File: config.mk
export PLATFORM = sky130hd
export DESIGN_NAME = rca_share_arbiter
export DESIGN_NICKNAME = d
export VERILOG_FILES = /design/src/rtl/rca_share_arbiter.sv
export SDC_FILE = /design/constraint.sdc
export NUM_CORES = 1
export LEC_CHECK = 0
export ABC_AREA = 1
export CORE_MARGIN = 3
export CORE_UTILIZATION = 50
export CTS_BUF_LIST = sky130_fd_sc_hd__clkbuf_4 sky130_fd_sc_hd__clkbuf_8 sky130_fd_sc_hd__clkbuf_16
export DETAILED_ROUTE_END_ITERATION = 6
export PLACE_DENSITY = 0.86
export SLEW_MARGIN = 25
export SYNTH_ARGS = -nofsm -noshare
export SYNTH_HDL_FRONTEND = slang
export SYNTH_SLANG_ARGS = --single-unit
File: constraint.sdc
create_clock -name i_clk -period 4.1 [get_ports i_clk]
set_input_delay 0.615 -clock i_clk [delete_from_list [all_inputs] [get_ports i_clk]]
set_output_delay 0.615 -clock i_clk [all_outputs]
set_load 0.02 [all_outputs]
File: src/rtl/rca_share_arbiter.sv
// Round-robin arbiter sharing one 6-bit ripple-carry adder between NUM_REQ requesters.
// Each grant runs IDLE -> CALC (adder settle time) -> RESP (hold result until taken).
module rca_share_arbiter #(
    parameter int NUM_REQ     = 4,
    parameter int CALC_CYCLES = 2
) (
    input  logic                       i_clk,
    input  logic                       i_rst_n,
    input  logic [NUM_REQ-1:0]         i_req_valid,
    output logic [NUM_REQ-1:0]         o_req_ready,
    input  logic [6*NUM_REQ-1:0]       i_req_a,
    input  logic [6*NUM_REQ-1:0]       i_req_b,
    output logic [NUM_REQ-1:0]         o_rsp_valid,
    input  logic [NUM_REQ-1:0]         i_rsp_ready,
    output logic [6:0]                 o_rsp_result,
    output logic [$clog2(NUM_REQ)-1:0] o_grant_id,
    output logic                       o_busy
);

    localparam int GW = $clog2(NUM_REQ);

    typedef enum logic [1:0] {
        IDLE = 2'd0,
        CALC = 2'd1,
        RESP = 2'd2
    } state_t;

    state_t         state;
    state_t         next_state;
    logic [3:0]     counter;
    logic [GW-1:0]  last_grant;
    logic [5:0]     op_a;
    logic [5:0]     op_b;

    logic           any_valid;
    logic [GW-1:0]  winner;
    logic [GW-1:0]  cand;
    logic           found;
    logic [5:0]     sel_a;
    logic [5:0]     sel_b;
    logic           rsp_take;

    logic [6:0]     carry;
    logic [5:0]     sum_bits;
    logic [6:0]     adder_sum;

    // Ripple-carry adder fed only from the latched operands, carry-in tied low.
    always_comb begin
        carry[0] = 1'b0;
        sum_bits = '0;
        for (int i = 0; i < 6; i++) begin
            sum_bits[i]  = op_a[i] ^ op_b[i] ^ carry[i];
            carry[i+1]   = (op_a[i] & op_b[i]) | (carry[i] & (op_a[i] ^ op_b[i]));
        end
        adder_sum = {carry[6], sum_bits};
    end

    // Round-robin search starting just after the last requester served.
    always_comb begin
        any_valid = |i_req_valid;
        winner    = last_grant;
        found     = 1'b0;
        cand      = last_grant;
        for (int i = 0; i < NUM_REQ; i++) begin
            cand = (cand == GW'(NUM_REQ - 1)) ? '0 : cand + GW'(1);
            if (!found && i_req_valid[cand]) begin
                winner = cand;
                found  = 1'b1;
            end
        end
    end

    always_comb begin
        sel_a = '0;
        sel_b = '0;
        for (int k = 0; k < NUM_REQ; k++) begin
            if (winner == GW'(k)) begin
                sel_a = i_req_a[6*k +: 6];
                sel_b = i_req_b[6*k +: 6];
            end
        end
    end

    assign rsp_take = i_rsp_ready[o_grant_id];

    always_ff @(posedge i_clk or negedge i_rst_n) begin
        if (!i_rst_n) begin
            state <= IDLE;
        end else begin
            state <= next_state;
        end
    end

    always_comb begin
        next_state = state;
        case (state)
            IDLE:    if (any_valid) next_state = CALC;
            CALC:    if (counter == 4'd0) next_state = RESP;
            RESP:    if (rsp_take) next_state = IDLE;
            default: next_state = IDLE;
        endcase
    end

    // Datapath registers; the result register only loads on the last settle cycle.
    always_ff @(posedge i_clk or negedge i_rst_n) begin
        if (!i_rst_n) begin
            counter      <= 4'd0;
            last_grant   <= GW'(NUM_REQ - 1);
            o_grant_id   <= '0;
            o_rsp_result <= 7'd0;
            op_a         <= 6'd0;
            op_b         <= 6'd0;
        end else begin
            case (state)
                IDLE: begin
                    if (any_valid) begin
                        op_a       <= sel_a;
                        op_b       <= sel_b;
                        o_grant_id <= winner;
                        counter    <= 4'(CALC_CYCLES - 1);
                    end
                end
                CALC: begin
                    if (counter == 4'd0) begin
                        o_rsp_result <= adder_sum;
                    end else begin
                        counter <= counter - 4'd1;
                    end
                end
                RESP: begin
                    if (rsp_take) begin
                        last_grant <= o_grant_id;
                    end
                end
                default: ;
            endcase
        end
    end

    always_comb begin
        o_req_ready = '0;
        o_rsp_valid = '0;
        o_busy      = (state != IDLE);
        if (state == IDLE && any_valid) begin
            o_req_ready[winner] = 1'b1;
        end
        if (state == RESP) begin
            o_rsp_valid[o_grant_id] = 1'b1;
        end
    end

endmodule

# Word level (Yosys, flattened, before mapping)
# Cells that the tools add are included.
# totals
inputBits,58
regBits,29
elab_cells,122
out_inout_bits,18
# op_classes
n_lt_le_gt_ge,8
eq_ne,13
bitwise,27
n_mux,42
reduce_logical,20
addsub,5
# op_table
cell,n
$mux W6,8
$mux W2,11
$lt A2 B3 Y1 const B,6
$mux W4,4
$eq A2 B2 Y1 const B,7
$and A1 B1 Y1,11
$xor A1 B1 Y1,11
$bmux W1 S2,5
$mux W1,10
$add A2 B1 Y2 const B,4
$ne A2 B2 Y1 const B,4
$pmux W4 S2,1
$logic_and A1 B1 Y1,6
$pmux W2 S3,1
$reduce_and A2 Y1,3
$reduce_and A3 Y1,2
$or A1 B1 Y1,5
$demux W1 S2,2
$eq A2 B1 Y1 const B,2
$ge A2 B1 Y1 const B,2
$logic_not A2 Y1,2
$logic_not A4 Y1,1
$reduce_bool A2 Y1,2
$reduce_or A4 Y1,1
other kinds (2),4

# Logic depth before layout (Yosys ltp)
# Gate-level depths: netlist (run 1).
# depth
depth_word,19
mapped_depth,19
depth_no_buf,18

# Worst setup path before layout (run 1)
# OpenSTA, ideal clock, no wires.
# synth_path
kind,flip-flop to output port
start,register last_grant[0]
end,output port o_req_ready[0]
setup_slack_ns,1.403
t_arrival_ns,2.082
path_buffers,1
stages_incl_launch_ff,15
t_required_ns,3.485
cell_sequence,dfstp_2 > ha_1 > inv_1 > nand2_2 > buf_6 > nand2_2 > nand3_1 > nand2_2 > nor2_2 > nand2_2 > nand2_1 > nand2_4 > inv_4 > nand2_2 > nor2_1
# synth_via
elab_chain_cells,19
word_cells_on_any_way,39
cone_classes,4 x add/sub; 2 x order compare; 4 x eq/ne; 22 x mux; 7 x reduce/logical
# synth_rtl
element,line_no,rtl
from (decl),31,logic [GW-1:0] last_grant;
from (signal assigned),108,last_grant <= GW'(NUM_REQ - 1);
from (signal assigned),132,last_grant <= o_grant_id;
branches (longest 13 deep; another with $add A2 B1 Y2),-,
$mux W2 *,66,if (!found && i_req_valid[cand]) begin
$lt A2 B3 Y1 (not written as such) / $ge A2 B1 Y1 (equally long branches),145,o_req_ready[winner] = 1'b1;
$logic_and A1 B1 Y1 (not written as such),145,
$mux W1 (not written as such),145,
$demux W1 S2 *,145,
$mux W4 *,144,if (state == IDLE && any_valid) begin
to (decl),10,"output logic [NUM_REQ-1:0] o_req_ready,"
# Mark *: on every way between the ends. The select of a mux whose other input is x is not followed.

# Worst setup path after layout (run 1)
# layout_path
start,register last_grant[0]
end,output port o_req_ready[3]
# The elaborated chain is that of the path after synthesis.

==> results of run 1 <==
## worst max-delay path by stage
stage                         startpoint  cells past startpoint              to  slack (ns)
2_1_floorplan  last_grant[0]$_DFFE_PN1P_                     14  o_req_ready[0]        1.40
6_report       last_grant[0]$_DFFE_PN1P_                     14  o_req_ready[3]        0.26
3_3_place_gp              i_req_valid[1]                     13  o_req_ready[0]        0.54
3_5_place_dp              i_req_valid[1]                     13  o_req_ready[0]        0.42
5_1_grt        last_grant[0]$_DFFE_PN1P_                     14  o_req_ready[3]        0.02
4_1_cts        last_grant[0]$_DFFE_PN1P_                     14  o_req_ready[0]        0.20
## sequential cells by signal, summed over array words and instances, names as in the netlist
name	flops
o_grant_id	2
counter	4
last_grant	2
op_a	6
o_rsp_result	7
op_b	6
state	2
## report_power, final
part | switching (uW) | internal [uW] | leakage [uW]
registers | 102 | 438 | 0.000345
clock network | 95.3 | 140 | 0.0000498
logic | 1480 | 801 | 0.00119
## metal layers
metal | routed length (microns) | track usage, %
met1 | 2620 | 31.7
met2 | 2630 | 35.3
met3 | 328 | 3.97
met4 | 90 | 7.44
met5 | 0 | 0
## placed cells by master, fill, tap and decap left out, drive strengths merged
cell type,count
a21oi,12
buf,2
clkbuf,8
clkdlybuf4s50,73
dfrtp,27
dfstp,2
dlymetal6s2s,2
fa,5
ha,4
inv,47
mux2,4
nand2,126
nand3,31
nand3b,1
nand4,2
nor2,21
nor3,4
nor4,2
o21ai,30
o21bai,1
xnor2,1
xor2,1
## kinds of logic after synthesis
family          count (synthesis)
simple gates                  187
flops                          29
buf+inv                        58
xor+xnor                        2
compound gates                 43
mux                             4
fa+ha+maj                       9
## through the flow
stage | total power, uW | setup WS [ns] | utilization, %
2_1_floorplan | 2390 | 1.40 | -
3_3_place_gp | 2730 | 0.535 | 71.7
6_report | 3050 | 0.259 | 74.2
4_1_cts | 3050 | 0.197 | 73.9
5_1_grt | 3450 | 0.0245 | 74.2
3_5_place_dp | 2810 | 0.422 | 71.7
## worst max-delay path, cell delays in order (launching register included)
cell	delay, ns
dfstp_2	0.59
ha_2	0.25
inv_1	0.06
nand2_2	0.18
nand2_1	0.07
nand2_1	0.14
nand2_1	0.08
a21oi_2	0.16
nand2_2	0.09
inv_2	0.08
nand2_2	0.06
nand2_4	0.24
nand2_4	0.10
nor2_4	0.19
clkdlybuf4s50_1	0.65
## final cells by class
cell class,instances,area share (%)
Clock buffer,8,2.93
Inverter,47,5.82
Multi-Input combinational cell,245,41.2
Sequential cell,29,23.4
Tap cell,50,2.01
Timing Repair Buffer,77,24.7
==> impl_metrics.csv, run 1 <==
group,metric,value,unit
place,dpl_cell_area,3010,sq um
setup_path,r2r_start,"op_a[0]$_DFFE_PN0P_",
setup_path,rrSetupSlack,1.36,ns
finish,post_layout_nonfiller_instances,456,
logic_synthesis,syn_area,2280,sq um
grt,grt_pass1_vias,2140,
route,dr.pass1.iters,4,
setup_path,required,3.48,ns
clock_network,clockBufferDepth,2,
sta,drv_slew,0,
logic_synthesis,synth_top_area_cell,"dfrtp_1",
finish,area_growth,36.8,%
sta,tns,0,ns
route,viasPerCell,5.04,
clock_network,cts_setup_buffers,0,
logic_synthesis,yosysWarnings,0,
setup_path,worst-setup-path-type,"reg -> out",
logic_synthesis,synth_compound_area_share,10.7,%
place,gp_congestion,0.839,
grt,grt_start_max_net_pins,30,
logic_synthesis,synth_top_family_by_area,"simple AND/OR/NAND/NOR gates",
sta,max_slew_margin,68.2,%
power,p_leak,0.00158,uW
grt,grt_overflow,0,
die,start_util,54.2,%
grt,track_usage,22.6,%
logic_synthesis,synth.distinct_cells,29,
logic_synthesis,synth_top_area_share,29.7,%
route,drc_errors,0,
clock_network,path_clk_slew,0.06,ns
clock_network,hold_buffers,0,
logic_synthesis,ys.flop_type,"dfrtp_1",
logic_synthesis,synth_most_common_cell,"nand2_1",
route,vias,2299,
sta,fmax,0.260,GHz
logic_synthesis,synth_fp_nets,399,
logic_synthesis,synthAdderAreaFrac,6.59,%
setup_path,arrival,3.23,ns
die,die_area,5400,sq um
logic_synthesis,synth-xor-area-share,0.769,%
sta,clock_skew,0.00674,ns
place,io_buffers,75,
finish,antenna-diode-count,0,
die,die-height,73.5,microns
power,p_per_area,979,nW/um^2
worst_hold_path,min-delay-start,"o_rsp_result[5]$_DFFE_PN0P_",
clock_network,root_buffer,"clkbuf_8",
worst_hold_path,whs_path_depth,2,
run_status,status,"completed",
power,vdd_drop_max,0.000698,V
finish,fill_cells,306,
logic_synthesis,synth_area_leaders,"dfrtp_1, nand2_1, inv_1",
sta,finalHoldViolCount,0,
logic_synthesis,synth-edff-count,0,
finish,drive_above_1_share,9.85,%
die,core,4200,sq um
logic_synthesis,ys_ff_latch,29,
setup_path,worst_setup_path_start_kind,"flop",
sta,min_period_over_period,93.7,%
logic_synthesis,post_synth_mux_area_share,1.98,%
route,ant_nets,0,
clock_network,cts_tree,"yes",
clock_network,clkLatencyLatePin,0.27,ns
setup_path,rr_endpoint,"o_rsp_result[5]$_DFFE_PN0P_",
die,ios,76,
logic_synthesis,synth-simple-area-share,36.0,%
place,dp.final_hpwl,4.55,mm
sta,setup_viol,0,
die,std_cell_rows,23,
finish,regArea,728,sq um
setup_path,cp_max_fo,27,
sta,fin_crit,3.84,ns
worst_hold_path,worstHoldEndpoint,"o_rsp_result[5]$_DFFE_PN0P_",
logic_synthesis,synth_common_cells,"nand2_1, inv_1, nand3_1",
sta,fin_hold_ws,0.480,ns
logic_synthesis,synthArstFlopShare,100,%
sta,worst_pin_slew,0.475,ns
die,die_w,73.5,microns
clock_network,numCtsBuffers,5,
grt,antenna_found_initial,0,
route,drtIter0Drc,97,
logic_synthesis,ys_seq_area_share,32.0,%
clock_network,htree_levels,2,
route,routed_wl,5.67,mm
finish,fin_area,3120,sq um
route,routedWlPerCell,12.4,microns
logic_synthesis,syn_avg_cell_area,6.86,sq um
place,dpl.cell_count,448,
finish,nets,472,
clock_network,cts_resized,0,
worst_hold_path,hold_path.class,"reg -> reg",
flow_run,max-cap-violations,0,
sta,grt_setup_unrepaired,"no",
finish,multi_input_area,1280,sq um
setup_path,setup.worst_path.end_class,"output pin",
clock_network,clock_sinks,29,
setup_path,reg2reg_depth,10,
logic_synthesis,synth_cells,332,
grt,grt_pass1_wl,9.70,mm
Note: power is estimated with default switching activity, not from simulation.
==> inputs of run 2 (changes only) <==
CELL_PAD_IN_SITES_DETAIL_PLACEMENT = 0   (was unset)
CELL_PAD_IN_SITES_GLOBAL_PLACEMENT = 1   (was unset)
CORE_UTILIZATION = 32   (was 50)
PLACE_DENSITY = 0.85   (was 0.86)
clock period = 4 ns   (was 4.1 ns; I/O delays follow)
==> run 2 against run 1 <==
Against the previous run:
- combinational power grew 3%
- worst setup slack lost 0.026 ns
- via count shrank 1.9%
- clock skew shrank 0.0024 ns
- critical path type unchanged
- critical endpoint unchanged
- largest power group unchanged
==> impl_metrics.csv, run 2 (same netlist as run 1, synthesis figures left out) <==
group,metric,value,unit
run_status,status,"completed",
clock_network,path_clk_slew,0.06,ns
setup_path,cp_common_cell,"nand2_1",
sta,grt_setup_unrepaired,"no",
setup_path,rr_endpoint,"o_rsp_result[5]$_DFFE_PN0P_",
die,core,6830,sq um
power,p_per_area,1000,nW/um^2
clock_network,cts_resized,0,
sta,tns,0,ns
finish,nets,472,
place,place_ws,0.359,ns
clock_network,htree_levels,2,
finish,largestRegisters,"o_rsp_result (7), op_a (6), op_b (6)",
sta,postLayoutSetupSlackWorst,0.233,ns
place,io_buffers,75,
worst_hold_path,hold_path.class,"reg -> reg",
route,viasPerCell,4.49,
power,vdd_drop_max,0.000498,V
setup_path,setup.worst_path.end_class,"output pin",
finish,antenna-diode-count,0,
die,std_cell_rows,30,
die,ios,76,
setup_path,cpMaxStageDelayCell,"clkdlybuf4s50_1",
power,p_seq_share,17.0,%
grt,track_usage,15.0,%
sta,min_period_over_period,94.2,%
route,vias,2256,
clock_network,clock_sinks,29,
sta,worst_pin_slew,0.504,ns
setup_path,worst-setup-path-type,"reg -> out",
setup_path,cp_max_fo,27,
sta,drv_slew,0,
place,dp.final_hpwl,4.61,mm
finish,layout_common_cells,"nand2_1, clkdlybuf4s50_1, inv_1, nand3_1, o21ai_0",
grt,grt_pass1_wl,10.2,mm
route,drtIter0Drc,91,
finish,fin_area,3210,sq um
sta,fin_crit,3.77,ns
power,p_int,1480,uW
power,swShare,53.9,%
setup_path,crit_family,"simple AND/OR/NAND/NOR gates",
setup_path,required,3.40,ns
setup_path,crit_chain,"ha_2 -> inv_1 -> nand2_1 -> nand2_1 -> nand2_1 -> a21oi_2 -> nand2_2 -> inv_2 -> nand2_2 -> nand2_4 -> nand2_4 -> nor2_4 -> clkdlybuf4s50_1",
sta,max_slew_margin,66.3,%
setup_path,rrSetupSlack,1.26,ns
grt,antenna_found_initial,0,
clock_network,clockBufferDepth,2,
power,p_leak,0.00160,uW
die,die_area,8170,sq um
clock_network,numCtsBuffers,5,
finish,area_growth,40.9,%
grt,grt_start_max_net_pins,30,
route,ant_nets,0,
setup_path,r2r_start,"op_a[0]$_DFFE_PN0P_",
finish,drive_above_1_share,9.85,%
sta,clock_skew,0.00435,ns
flow_run,max-cap-violations,0,
clock_network,clkLatencyLatePin,0.27,ns
setup_path,reg2reg_depth,10,
finish,largest_reg_flops,7,
setup_path,crit_end,"o_req_ready[3]",
sta,setup_viol,0,
route,drc_errors,0,
sta,fmax,0.265,GHz
power,clockPowerShare,9.8,%
route,routedWlPerCell,11.8,microns
finish,regMostFlops,"o_rsp_result",
die,die-height,90.4,microns
grt,grt_pass1_vias,2207,
setup_path,worst_setup_path_start_kind,"flop",
place,dpl.cell_count,494,
setup_path,arrival,3.17,ns
die,start_util,33.4,%
setup_path,crit_cells,13,
grt,grt_overflow,0,
clock_network,hold_buffers,0,
finish,post_layout_nonfiller_instances,502,
clock_network,cts_tree,"yes",
route,dr.pass1.iters,5,
power,switchingPower,1730,uW
place,dpl_cell_area,3070,sq um
route,routed_wl,5.92,mm
setup_path,path_buf_inv,3,
clock_network,cts_setup_buffers,0,
power,combinationalPowerShare,73.2,%
clock_network,root_buffer,"clkbuf_8",
sta,finalHoldViolCount,0,
place,gp_congestion,0.875,
setup_path,crit_start,"last_grant[0]$_DFFE_PN1P_",
die,die_w,90.4,microns
finish,final_common_cell,"nand2_1",
setup_path,critPathMaxStageDelay,0.63,ns
## run 2: through the flow
| stage | hold WS, ns | utilization, % | power (uW) |
|---|---|---|---|
| floorplan | 0.304 | - | 2450 |
| global placement | 0.469 | 44.9 | 2870 |
| detailed placement | 0.473 | 44.9 | 2890 |
| CTS | 0.489 | 46.7 | 3220 |
| global route | 0.520 | 47.0 | 3600 |
| finish | 0.486 | 47.0 | 3210 |
## run 2: area by class of cell
cell class,instances,area [sq um]
Clock inverter,1,30.0
Sequential cell,29,728
Fill cell,683,3620
Multi-Input combinational cell,245,1290
Tap cell,96,120
Clock buffer,7,90.1
Timing Repair Buffer,77,771
Inverter,47,181
## run 2: routing by layer
layer | vias up | share of wire (%) | wire length [microns] | GRT usage (%)
li1 | 1191 | - | - | -
met1 | 1004 | 50 | 2950 | 20.5
met2 | 54 | 45 | 2670 | 24.0
met3 | 7 | 4.0 | 237 | 3.17
met4 | 0 | 1.1 | 68 | 4.08
met5 | - | 0 | 0 | 0
## run 2: worst min-delay path: stages (launching register included)
cell and delay (ns):
dfrtp_1 0.34, nand2_1 0.05, o21ai_0 0.06
## run 2: power by group through the flow
stage / Sequential (uW) / Combinational, uW / Clock [uW]
global route: 568 / 2690 / 337
floorplan: 588 / 1860 / 0
detailed placement: 550 / 2340 / 0
global placement: 547 / 2330 / 0
CTS: 547 / 2350 / 324
finish: 546 / 2350 / 316
## run 2: how the worst min path moves through the flow
stage,startpoint,to,slack [ns],depth (start not counted)
after global routing,o_rsp_result[1]$_DFFE_PN0P_,o_rsp_result[1]$_DFFE_PN0P_,0.52,1
after global placement,o_rsp_result[5]$_DFFE_PN0P_,o_rsp_result[5]$_DFFE_PN0P_,0.47,2
final,o_rsp_result[3]$_DFFE_PN0P_,o_rsp_result[3]$_DFFE_PN0P_,0.49,2
after CTS,o_rsp_result[3]$_DFFE_PN0P_,o_rsp_result[3]$_DFFE_PN0P_,0.49,2
after floorplan,i_rst_n,counter[0]$_DFFE_PN0P_,0.30,0
after detailed placement,o_rsp_result[3]$_DFFE_PN0P_,o_rsp_result[3]$_DFFE_PN0P_,0.47,2
